===== config.mk =====
export PLATFORM = sky130hd
export DESIGN_NAME = cpu_ctrl_fsm
export DESIGN_NICKNAME = d
export VERILOG_FILES = /design/src/rtl/cpu_pkg.sv /design/src/rtl/instr_decoder.sv /design/src/rtl/cpu_ctrl_fsm.sv
export SDC_FILE = /design/constraint.sdc
export NUM_CORES = 1
export LEC_CHECK = 0
export CAP_MARGIN = 20
export CORE_ASPECT_RATIO = 1.2
export CORE_MARGIN = 2
export CORE_UTILIZATION = 41
export CTS_CLUSTER_DIAMETER = 120
export DETAILED_ROUTE_END_ITERATION = 7
export MAX_ROUTING_LAYER = met4
export PLACE_DENSITY = 0.78
export SLEW_MARGIN = 20
export SYNTH_ARGS = -nofsm -noshare
export SYNTH_HDL_FRONTEND = slang
export SYNTH_SLANG_ARGS = --single-unit
export TNS_END_PERCENT = 20

===== constraint.sdc =====
create_clock -name CLK -period 1.8 [get_ports CLK]
set_input_delay 0.27 -clock CLK [delete_from_list [all_inputs] [get_ports CLK]]
set_output_delay 0.27 -clock CLK [all_outputs]
set_load 0.1 [all_outputs]

===== src/rtl/cpu_pkg.sv =====
// Shared encodings for the control/decode stage: opcodes, ALU codes, FSM states, field positions.
package cpu_pkg;

  localparam logic [7:0] OP_LOADI = 8'h00;
  localparam logic [7:0] OP_MOV   = 8'h01;
  localparam logic [7:0] OP_ADD   = 8'h02;
  localparam logic [7:0] OP_SUB   = 8'h03;
  localparam logic [7:0] OP_AND   = 8'h04;
  localparam logic [7:0] OP_OR    = 8'h05;

  localparam logic [2:0] ALU_FWD = 3'b000;
  localparam logic [2:0] ALU_ADD = 3'b001;
  localparam logic [2:0] ALU_AND = 3'b010;
  localparam logic [2:0] ALU_OR  = 3'b011;

  localparam int OPC_LSB  = 24;
  localparam int DST_LSB  = 16;
  localparam int SRC1_LSB = 8;
  localparam int SRC2_LSB = 0;
  localparam int REG_W    = 3;

  typedef enum logic [2:0] {
    ST_IDLE      = 3'd0,
    ST_FETCH     = 3'd1,
    ST_DECODE    = 3'd2,
    ST_EXECUTE   = 3'd3,
    ST_WRITEBACK = 3'd4
  } state_t;

  typedef struct packed {
    logic [2:0] aluop;
    logic       neg_sel;
    logic       imm_sel;
    logic       legal;
  } dec_t;

endpackage


===== src/rtl/instr_decoder.sv =====
// Combinational opcode decode into ALU controls and a legality flag.
module instr_decoder
  import cpu_pkg::*;
(
  input  logic [7:0] opcode_i,
  output dec_t       dec_o
);

  always_comb begin
    dec_o = '0;
    case (opcode_i)
      OP_LOADI: begin dec_o.legal = 1'b1; dec_o.aluop = ALU_FWD; dec_o.imm_sel = 1'b1; end
      OP_MOV:   begin dec_o.legal = 1'b1; dec_o.aluop = ALU_FWD; end
      OP_ADD:   begin dec_o.legal = 1'b1; dec_o.aluop = ALU_ADD; end
      OP_SUB:   begin dec_o.legal = 1'b1; dec_o.aluop = ALU_ADD; dec_o.neg_sel = 1'b1; end
      OP_AND:   begin dec_o.legal = 1'b1; dec_o.aluop = ALU_AND; end
      OP_OR:    begin dec_o.legal = 1'b1; dec_o.aluop = ALU_OR;  end
      default:  dec_o = '0;
    endcase
  end

endmodule


===== src/rtl/cpu_ctrl_fsm.sv =====
// Fetch/decode/execute/writeback sequencer feeding the 8x8 register file and ALU controls.
// Decode fields are latched at capture and held until the next instruction's capture.
module cpu_ctrl_fsm
  import cpu_pkg::*;
#(
  parameter int unsigned EXEC_CYCLES = 2,
  parameter logic [31:0] PC_RESET    = 32'h0000_0000,
  parameter logic [31:0] PC_STEP     = 32'd4
) (
  input  logic        CLK,
  input  logic        RESET,
  input  logic        STALL,
  input  logic [31:0] INSTRUCTION,
  input  logic        INSTR_VALID,
  output logic        INSTR_REQ,
  output logic [31:0] PC,
  output logic [2:0]  INADDRESS,
  output logic [2:0]  OUT1ADDRESS,
  output logic [2:0]  OUT2ADDRESS,
  output logic        WRITE,
  output logic [2:0]  ALUOP,
  output logic        NEG_SEL,
  output logic        IMM_SEL,
  output logic [7:0]  IMM,
  output logic        ILLEGAL,
  output logic        BUSY
);

  localparam logic [3:0] EXEC_LOAD = 4'(EXEC_CYCLES - 1);

  state_t      state_q, state_d;
  logic [3:0]  cnt_q, cnt_d;
  logic [31:0] pc_q, pc_d;
  logic [2:0]  dst_q, src1_q, src2_q;
  logic [7:0]  imm_q;
  dec_t        dec_q, dec_w;
  logic        capture;
  logic        unused_fields;

  instr_decoder u_dec (
    .opcode_i (INSTRUCTION[OPC_LSB +: 8]),
    .dec_o    (dec_w)
  );

  assign capture       = (state_q == ST_FETCH) && INSTR_VALID;
  assign unused_fields = ^{INSTRUCTION[DST_LSB+REG_W +: 5], INSTRUCTION[SRC1_LSB+REG_W +: 5]};

  // STALL gates every register; RESET overrides it.
  always_ff @(posedge CLK) begin
    if (RESET) begin
      state_q <= ST_IDLE;
      cnt_q   <= '0;
      pc_q    <= PC_RESET;
      dst_q   <= '0;
      src1_q  <= '0;
      src2_q  <= '0;
      imm_q   <= '0;
      dec_q   <= '0;
    end else if (!STALL) begin
      state_q <= state_d;
      cnt_q   <= cnt_d;
      pc_q    <= pc_d;
      if (capture) begin
        dst_q  <= INSTRUCTION[DST_LSB  +: REG_W];
        src1_q <= INSTRUCTION[SRC1_LSB +: REG_W];
        src2_q <= INSTRUCTION[SRC2_LSB +: REG_W];
        imm_q  <= INSTRUCTION[SRC2_LSB +: 8];
        dec_q  <= dec_w;
      end
    end
  end

  always_comb begin
    state_d = state_q;
    cnt_d   = cnt_q;
    pc_d    = pc_q;
    case (state_q)
      ST_IDLE:  state_d = ST_FETCH;
      ST_FETCH: if (INSTR_VALID) state_d = ST_DECODE;
      ST_DECODE: begin
        if (dec_q.legal) begin
          state_d = ST_EXECUTE;
          cnt_d   = EXEC_LOAD;
        end else begin
          state_d = ST_FETCH;
          pc_d    = pc_q + PC_STEP;
        end
      end
      ST_EXECUTE: begin
        if (cnt_q == 4'd0) state_d = ST_WRITEBACK;
        else               cnt_d   = cnt_q - 4'd1;
      end
      ST_WRITEBACK: begin
        state_d = ST_FETCH;
        pc_d    = pc_q + PC_STEP;
      end
      default: state_d = ST_IDLE;
    endcase
  end

  always_comb begin
    INSTR_REQ = (state_q == ST_FETCH);
    WRITE     = (state_q == ST_WRITEBACK);
    ILLEGAL   = (state_q == ST_DECODE) && !dec_q.legal;
    BUSY      = (state_q != ST_IDLE);
  end

  assign PC          = pc_q;
  assign INADDRESS   = dst_q;
  assign OUT1ADDRESS = src1_q;
  assign OUT2ADDRESS = src2_q;
  assign ALUOP       = dec_q.aluop;
  assign NEG_SEL     = dec_q.neg_sel;
  assign IMM_SEL     = dec_q.imm_sel;
  assign IMM         = imm_q;

endmodule

==> impl_results.md, run 1 <==
- Status: finished, final reports clean
- Library cells used by synthesis: 43
- Final Non-Filler Cells: 514
- Cell Area, Synth: 2690 sq um
- Initial antenna violation count: 0
- CP arrival: 1940 ps
- H-Tree Depth: 2
- Gr usage total: 0.202
- Worst hold-check path type: input pin to register
- Post-synth ARST share: 0
- Top_reg_cell synth: dfxtp_1
- Post-route cell area: 4060 sq um
- Number of flops mapped to enable cells by yosys: 0
- Synth-to-layout area growth: 51.0%
- Synth area leader: dfxtp_1
- Critical path required time: 2010 ps
- TritonCTS clock tree: done
- Antenna-violating nets left: 0
- Crit-path max FO: 5
- Synth top area cells: dfxtp_1 42%, a21oi_1 9.3%, nand2_1 5.9%
- Residual DRC: 0
- Final Slew Violations: 0
- Max Clk Rate: 577 MHz
- Placed inst area: 3930 sq um
- Port Buffer Count: 80
- Die X: 77.9 microns
- Final core occ: 0.637
- Hold Vio Cnt, Final: 0
- Top cell type's share of synthesized area: 0.417
- Detailed Route WL: 6940 microns
- Seq/Total Area, Yosys: 0.417
- R2R Path Start: PC[20]
- DP HPWL: 5010 microns
- Gr ovfl total: 0
- Std-Cell Rows: 32
- Skew final: 8.31 ps
- Tcrit/Tclk final: 0.963
- Drt initial violations: 193
- Synthesized instance count: 326
- # diodes: 0
- Fraction of synthesized area in multiplexers: 0.0121
- Clk slew on worst S/H paths: 100 ps
- I/O Pins: 94
- Synth Area in XOR/XNOR: 0.0130
- RSZ-0062 raised after global routing: yes
- Hold WS: 327 ps
- Vias in the first global route: 2646
- Tmin final: 1730 ps
- Total Nets Final: 468
- Cell count after placement: 507
- Clk_lat worst skew: 310 ps
- Multi-input gate area: 1450 sq um
- Fillers: 547
- First-pass GRT wire length: 11600 microns
- Post-Syn Area per Cell: 8.24 sq um
- Hold Crit Start: RESET
- Routability cong.: 0.820
- Synth Area in Adders: 0.0140
- Final setup violation count: 0
- Critical Path End Type: register
- Cts bufs inserted: 5
- Yosys reg bits: 56
- Sequential cell area: 1150 sq um
- Synth warnings: 0
- DR pass1 iterations: 4
- Final worst setup slack: 67.3 ps
- Vias per cell: 5.44
- Drt wl/cell: 13.5 microns
- Largest net degree at the start of global routing: 29
- # Max-Cap Violations: 0
- Worst Setup SP: PC[20]
- Clk sinks: 56
- Vert. Die Dim: 92.7 microns
- Critical Path Start Type: register
- Maximum vdd ir drop: 360 uV
- Most frequent cells in the layout: 77 x buf_4, 47 x a21oi_1, 42 x nand2_1, 33 x dfxtp_1, 24 x clkdlybuf4s50_1
- Placement Setup Slack: -280 ps
- Simple-gate share of the synthesized area: 0.273
- PD cells: 571 nW/um^2
- Core box area: 6370 sq um
- Die Footprint: 7220 sq um
- Clock tree buffer depth: 2
- Largest family of logic cells by synthesized area: simple AND/OR/NAND/NOR gates
- Post-synthesis compound-gate area fraction: 0.191
- Initial Util: 0.422
- CTS root buffer: clkbuf_8
- Via count: 2796
- Share of layout cells above drive strength 1: 0.352
- P_leak: 1.50 nW
- Hold buffer count at cts: 0
- Crit path kind: register to register
- Commonest non-fill, non-tap cell in the layout: buf_4
## state kept, by name, indices dropped and copies added, names as in the netlist, 2 cells and up
name,cells
state_q,3
INADDRESS,3
OUT2ADDRESS,2
cnt_q,4
OUT1ADDRESS,3
IMM,6
PC,30
ALUOP,2
## layout make-up
class | instances | area share
Tap cell | 85 | 0.0262
Multi-Input combinational cell | 234 | 0.356
Timing Repair Buffer | 123 | 0.307
Sequential cell | 56 | 0.283
Clock buffer | 6 | 0.0179
Inverter | 9 | 0.00833
Clock inverter | 1 | 0.00123
## worst max-delay path, cell delays in order, from the launching register on
cell	delay [ps]
dfxtp_2	380
nand4_1	130
or4_4	580
nor4_2	170
mux2_2	360
## cells in the mapped netlist, types with 2 or more instances
cell / number
dfxtp_1: 56
a21oi_1: 50
nand2_1: 42
or4_1: 18
o31ai_1: 15
o21ai_0: 14
nand3_1: 12
nor2_1: 11
or3_1: 11
buf_4: 10
clkbuf_1: 9
inv_1: 9
nand4_1: 9
nor3_1: 9
buf_2: 6
and3_1: 3
buf_6: 3
ha_1: 3
nor2b_1: 3
nor3b_1: 3
xor2_1: 3
and2_1: 2
and4_1: 2
mux2_2: 2
nand3b_1: 2
o2111ai_2: 2
## kinds of logic after synthesis
logic type	after synthesis
other	1
AND/OR/NAND/NOR	134
adder cells (fa/ha/maj)	3
AO/OA/AOI/OAI	87
buffers and inverters	38
XOR/XNOR	4
flip-flops	56
multiplexers	3
## report_power, final
group	internal, W	switching (W)
clock network	0.000266	0.000401
logic	0.000137	0.000248
registers	0.00125	0.0000111
total	0.00165	0.000660
## worst paths after layout
path / depth (start not counted) / slack (ps) / endpoint
worst min register to register: 2 / 460 / IMM_SEL
worst max register to register: 4 / 70 / PC[31]
worst min-delay path: 3 / 330 / PC[30]
worst max-delay path: 4 / 70 / PC[31]
## per-layer routing
metal | global-route usage | up-vias | wire (microns)
li1 | - | 1384 | -
met1 | 0.230 | 1313 | 2900
met2 | 0.353 | 93 | 3510
met3 | 0.0468 | 6 | 458
met4 | 0.0570 | 0 | 68
met5 | - | - | 0
## stage by stage
step                      power (W)  TNS, ps
after floorplan             0.00154   -17680
after global placement      0.00167    -3900
after detailed placement    0.00167    -4830
after CTS                   0.00233        0
after global routing        0.00241    -15.1
final                       0.00231        0
## what timing repair did
item | CTS | global route
setup endpoints to repair | 1 | 15
pin swaps | 0 | 2
gates resized for setup | 2 | 11
buffers inserted | 0 | 0
Note: power is estimated with default switching activity, not from simulation.
==> run 2, diff against run 1 <==
--- a/config.mk
+++ b/config.mk
@@ -8,11 +8,12 @@
 export CAP_MARGIN = 20
 export CORE_ASPECT_RATIO = 1.2
 export CORE_MARGIN = 2
-export CORE_UTILIZATION = 41
+export CORE_UTILIZATION = 45
 export CTS_CLUSTER_DIAMETER = 120
 export DETAILED_ROUTE_END_ITERATION = 7
 export MAX_ROUTING_LAYER = met4
-export PLACE_DENSITY = 0.78
+export PLACE_DENSITY = 0.81
+export RECOVER_POWER = 25
 export SLEW_MARGIN = 20
 export SYNTH_ARGS = -nofsm -noshare
 export SYNTH_HDL_FRONTEND = slang
==> constraint.sdc (replaced) <==
create_clock -name CLK -period 1.89 [get_ports CLK]
set_input_delay 0.2835 -clock CLK [delete_from_list [all_inputs] [get_ports CLK]]
set_output_delay 0.2835 -clock CLK [all_outputs]
set_load 0.1 [all_outputs]
==> run 2 against run 1 <==
  * Register-to-register slack improved by 30 ps
  * Non-clock buffer count fell by 5
  * Final cell count fell by 1.9%
  * Largest power group unchanged
==> impl_results.md, run 2 (synthesized netlist as in run 1, its figures left out) <==
- Status: finished, final reports clean
- Fillers: 512
- Placed inst area: 3720 sq um
- Clk_lat worst skew: 310 ps
- Initial antenna violation count: 0
- Max reg flops: 30
- Residual DRC: 0
- CTS root buffer: clkbuf_8
- Clock tree buffer depth: 2
- Most frequent cells in the layout: 59 x buf_4, 50 x a21oi_1, 49 x dfxtp_1, 42 x nand2_1, 27 x clkbuf_2
- Worst-Margin Slew: 560 ps
- Final core occ: 0.654
- Vias in the first global route: 2583
- Vias per cell: 5.35
- Die Footprint: 6610 sq um
- Grt met1 use: 0.240
- Clk sinks: 56
- Worst Setup SP: PC[20]
- DR pass1 iterations: 4
- Port Buffer Count: 80
- Gr usage total: 0.227
- # Max-Cap Violations: 0
- Die X: 74.5 microns
- Critical Path End Type: register
- # diodes: 0
- Maximum vdd ir drop: 323 uV
- Sequential share of power: 0.534
- R2R Path Start: PC[20]
- Total Nets Final: 463
- I/O Pins: 94
- Tmin final: 1790 ps
- PD cells: 604 nW/um^2
- Detailed Route WL: 7100 microns
- Sequential cell area: 1130 sq um
- Final setup violation count: 0
- Synth-to-layout area growth: 38.8%
- Setup bufs post-CTS: 0
- Share of layout cells above drive strength 1: 0.283
- Clock power share: 0.311
- First-pass GRT wire length: 11400 microns
- Met3 Usage GRT: 0.0478
- Skew final: 7.39 ps
- Gr ovfl total: 0
- Antenna-violating nets left: 0
- Tcrit/Tclk final: 0.946
- Comb power frac: 0.155
- Cell count after placement: 497
- Worst hold-check path type: input pin to register
- Worst setup endpoint: PC[31]
- Pint: 0.00164 W
- Slowest Stage Delay on Critical Path: 600 ps
- Initial Util: 0.471
- Routability cong.: 0.872
- Multi-input gate area: 1410 sq um
- Std-Cell Rows: 30
- Worst path cell trace: nand4_1 -> or4_1 -> nor4_2 -> mux2_2
- DP HPWL: 5180 microns
- RSZ-0062 raised after global routing: yes
- Final Slew Violations: 0
- CP arrival: 1980 ps
- Cts bufs inserted: 5
- Critical Path Start Type: register
- Hold buffer count at cts: 0
- Placement Setup Slack: -165 ps
- RR Endpoint: PC[31]
- M2 GR Usage: 0.414
- Drt wl/cell: 14.1 microns
- CP max stage cell: or4_1
- TritonCTS clock tree: done
- Via count: 2697
- P_leak: 1.40 nW
- Max transition margin: 0.628
- H-Tree Depth: 2
- Psw: 0.000615 W
- Clk slew on worst S/H paths: 100 ps
- Worst R2R Path Depth: 4
- Post-route cell area: 3730 sq um
- Cell depth of the worst setup path: 4
- Hold Vio Cnt, Final: 0
- Final Non-Filler Cells: 504
- Reg2Reg Setup Slack: 100 ps
- Final worst setup slack: 102 ps
- Vert. Die Dim: 88.6 microns
- Max Clk Rate: 559 MHz
- Crit path kind: register to register
- Buf+Inv Stages, Crit Path: 0
- Drt initial violations: 92
- Commonest non-fill, non-tap cell in the layout: buf_4
- Largest net degree at the start of global routing: 30
- # resized after CTS: 0
- Busiest grt layer: met2
- Crit-path max FO: 5
- Sw frac: 0.273
- CP top delay family: simple AND/OR/NAND/NOR gates
- Core box area: 5710 sq um
- Critical path required time: 2090 ps
- Setup TNS: 0 ps
-- run 2: layout make-up --
cell class / count / share of cell area
clock buffer: 7 / 0.0258
multi-input combinational: 234 / 0.377
tap: 80 / 0.0268
sequential: 56 / 0.303
timing repair buffer: 118 / 0.258
inverter: 9 / 0.00906
-- run 2: worst register-to-register path: cells and delay by family (launching register included) --
kind / cells / cell delay (ps)
and+or+nand+nor: 3 / 940
DFF: 1 / 370
muxes: 1 / 370
-- run 2: worst min path at each step --
| stage | startpoint | end | slack (ps) | cells past startpoint |
|---|---|---|---|---|
| floorplan | INSTRUCTION[2] | IMM[2] | 420 | 2 |
| finish | RESET | PC[2] | 310 | 2 |
| global placement | OUT1ADDRESS[2] | OUT1ADDRESS[2] | 440 | 2 |
| detailed placement | IMM[7] | IMM[7] | 440 | 2 |
| CTS | RESET | PC[2] | 300 | 2 |
| global route | RESET | PC[23] | 310 | 2 |
-- run 2: stage by stage --
step                power, W  hold WS (ps)
global placement     0.00158           439
floorplan            0.00147           419
finish               0.00225           311
CTS                  0.00227           299
detailed placement   0.00158           445
global route         0.00233           311
-- run 2: power groups by stage --
stage	Combinational (W)	Sequential, W	Clock (W)
after floorplan	0.000179	0.00129	0
after detailed placement	0.000355	0.00123	0
after global routing	0.000367	0.00120	0.000761
after global placement	0.000351	0.00123	0
after CTS	0.000356	0.00120	0.000716
final	0.000350	0.00120	0.000699
-- run 2: routing by layer --
layer	vias up	wire length, microns
met5	-	0
met1	1270	2930
li1	1363	-
met2	57	3800
met3	7	275
met4	0	95
==> run 3, diff against run 2 <==
--- a/config.mk
+++ b/config.mk
@@ -7,9 +7,10 @@
 export LEC_CHECK = 0
 export CAP_MARGIN = 20
 export CORE_ASPECT_RATIO = 1.2
-export CORE_MARGIN = 2
+export CORE_MARGIN = 3
 export CORE_UTILIZATION = 45
 export CTS_CLUSTER_DIAMETER = 120
+export CTS_CLUSTER_SIZE = 14
 export DETAILED_ROUTE_END_ITERATION = 7
 export MAX_ROUTING_LAYER = met4
 export PLACE_DENSITY = 0.81
==> run 3 against run 2 <==
  * First-iteration DRC count rose by 14%
  * Via count is 2.2% higher
  * Flip-flop and latch count stayed put
  * Critical endpoint is now PC[22]
  * Highest routed layer unchanged
==> impl_results.md, run 3 (synthesized netlist as in run 1, its figures left out) <==
- Worst R2R Path Depth: 6
- CP max stage cell: or4_1
- Routability cong.: 0.797
- Worst path cell trace: nor3b_4 -> buf_4 -> o2111ai_2 -> buf_12 -> or4_1 -> a21oi_1
- Fillers: 501
- Total Power: 0.00223 W
- Tcrit/Tclk final: 0.977
- Initial Util: 0.471
- Most frequent cells in the layout: 66 x buf_4, 49 x dfxtp_1, 49 x a21oi_1, 42 x nand2_1, 26 x clkbuf_2
- First-pass GRT wire length: 11800 microns
- Crit-path max FO: 19
- Worst hold-check path type: input pin to register
- Die Footprint: 6940 sq um
- PD cells: 586 nW/um^2
- Final setup violation count: 0
- Antenna-violating nets left: 0
- Detailed Route WL: 7060 microns
- Crit path kind: register to register
- Vias in the first global route: 2638
- Max transition margin: 0.632
- Gr ovfl total: 0
- Multi-input gate area: 1440 sq um
- Hold Crit Start: RESET
- Critical path required time: 2130 ps
- Critical Path Start Type: register
- Status: finished, final reports clean
- Port Buffer Count: 80
- R2R Path Start: dec_q[0]
- Placement Setup Slack: -225 ps
- RSZ-0062 raised after global routing: yes
- Hold Vio Cnt, Final: 0
- Gr usage total: 0.207
- Initial antenna violation count: 0
- Post-route cell area: 3800 sq um
- Tmin final: 1850 ps
- Max Clk Rate: 542 MHz
- Hold Path Stages: 2
- DR pass1 iterations: 4
- Final Slew Violations: 0
- Vias per cell: 5.40
- Worst Setup SP: dec_q[0]
- Commonest non-fill, non-tap cell in the layout: buf_4
- Slowest Stage Delay on Critical Path: 510 ps
- Share of layout cells above drive strength 1: 0.302
- TritonCTS clock tree: done
- CP arrival: 2080 ps
- H-Tree Depth: 2
- Std-Cell Rows: 30
- Skew final: 6.23 ps
- Final Non-Filler Cells: 511
- Clk slew on worst S/H paths: 90 ps
- Largest net degree at the start of global routing: 25
- Final worst setup slack: 43.9 ps
- Max reg flops: 30
- Clk sinks: 56
- Cts bufs inserted: 5
- Total Nets Final: 469
- Worst-Margin Slew: 554 ps
- Cell count after placement: 502
- CTS root buffer: clkbuf_8
- Drt wl/cell: 13.8 microns
- Critical Path End Type: register
- # diodes: 0
- Via count: 2757
- Clock tree buffer depth: 2
- Sequential cell area: 1130 sq um
- Synth-to-layout area growth: 41.5%
- Setup TNS: 0 ps
- Placed inst area: 3750 sq um
- P_leak: 1.43 nW
- Vert. Die Dim: 90.6 microns
- I/O Pins: 94
- Drt initial violations: 105
- Core box area: 5710 sq um
- Die X: 76.5 microns
- Maximum vdd ir drop: 521 uV
- Clk_lat worst skew: 310 ps
- # Max-Cap Violations: 0
- Hold buffer count at cts: 0
- DP HPWL: 5160 microns
- Residual DRC: 0
-- run 3: changes by cell type in the layout (fill, tap and decap cells not counted), sizes merged --
cell,before,now
buf,67,74
-- run 3: power breakdown --
| group | internal [W] | total (W) | switching, W |
|---|---|---|---|
| clock | 0.000300 | 0.000670 | 0.000370 |
| sequential | 0.00119 | 0.00120 | 0.0000105 |
| combinational | 0.000117 | 0.000354 | 0.000237 |
-- run 3: layout make-up --
| cell class | instances | share of cell area |
|---|---|---|
| Multi-Input combinational cell | 234 | 0.378 |
| Clock buffer | 8 | 0.0237 |
| Sequential cell | 56 | 0.297 |
| Tap cell | 80 | 0.0263 |
| Inverter | 9 | 0.00889 |
| Timing Repair Buffer | 124 | 0.266 |
-- run 3: stage by stage --
stage / util / hold slack [ps]
floorplan: - / 419
global placement: 0.658 / 439
detailed placement: 0.658 / 444
CTS: 0.675 / 290
global route: 0.666 / 296
finish: 0.666 / 298
-- run 3: worst max-delay path: cells and delay by family (launching register included) --
family                 cells  cell delay, ps
AOI/OAI and AO/OA          2             300
buffers and inverters      2             350
and+or+nand+nor            2             770
DFF                        1             360
-- run 3: path summary, 6_finish.rpt --
kind                            endpoint  slack [ps]
worst max-delay path              PC[22]          40
worst min-delay path            cnt_q[0]         300
worst max register to register    PC[22]          40
worst min register to register   NEG_SEL         460
-- run 3: timing repair --
item                       4_1_cts  5_1_grt
hold endpoints to repair         0        0
setup endpoints to repair        3       11
gates resized for setup          1        8
pin swaps                        0        2
buffers inserted                 0        1
-- run 3: per-layer routing --
layer / global-route usage / share of wire / up-vias
met2: 0.377 / 0.54 / 74
met5: - / 0 / -
met1: 0.227 / 0.40 / 1297
met3: 0.0449 / 0.044 / 7
met4: 0.0544 / 0.0092 / 0
li1: - / - / 1379
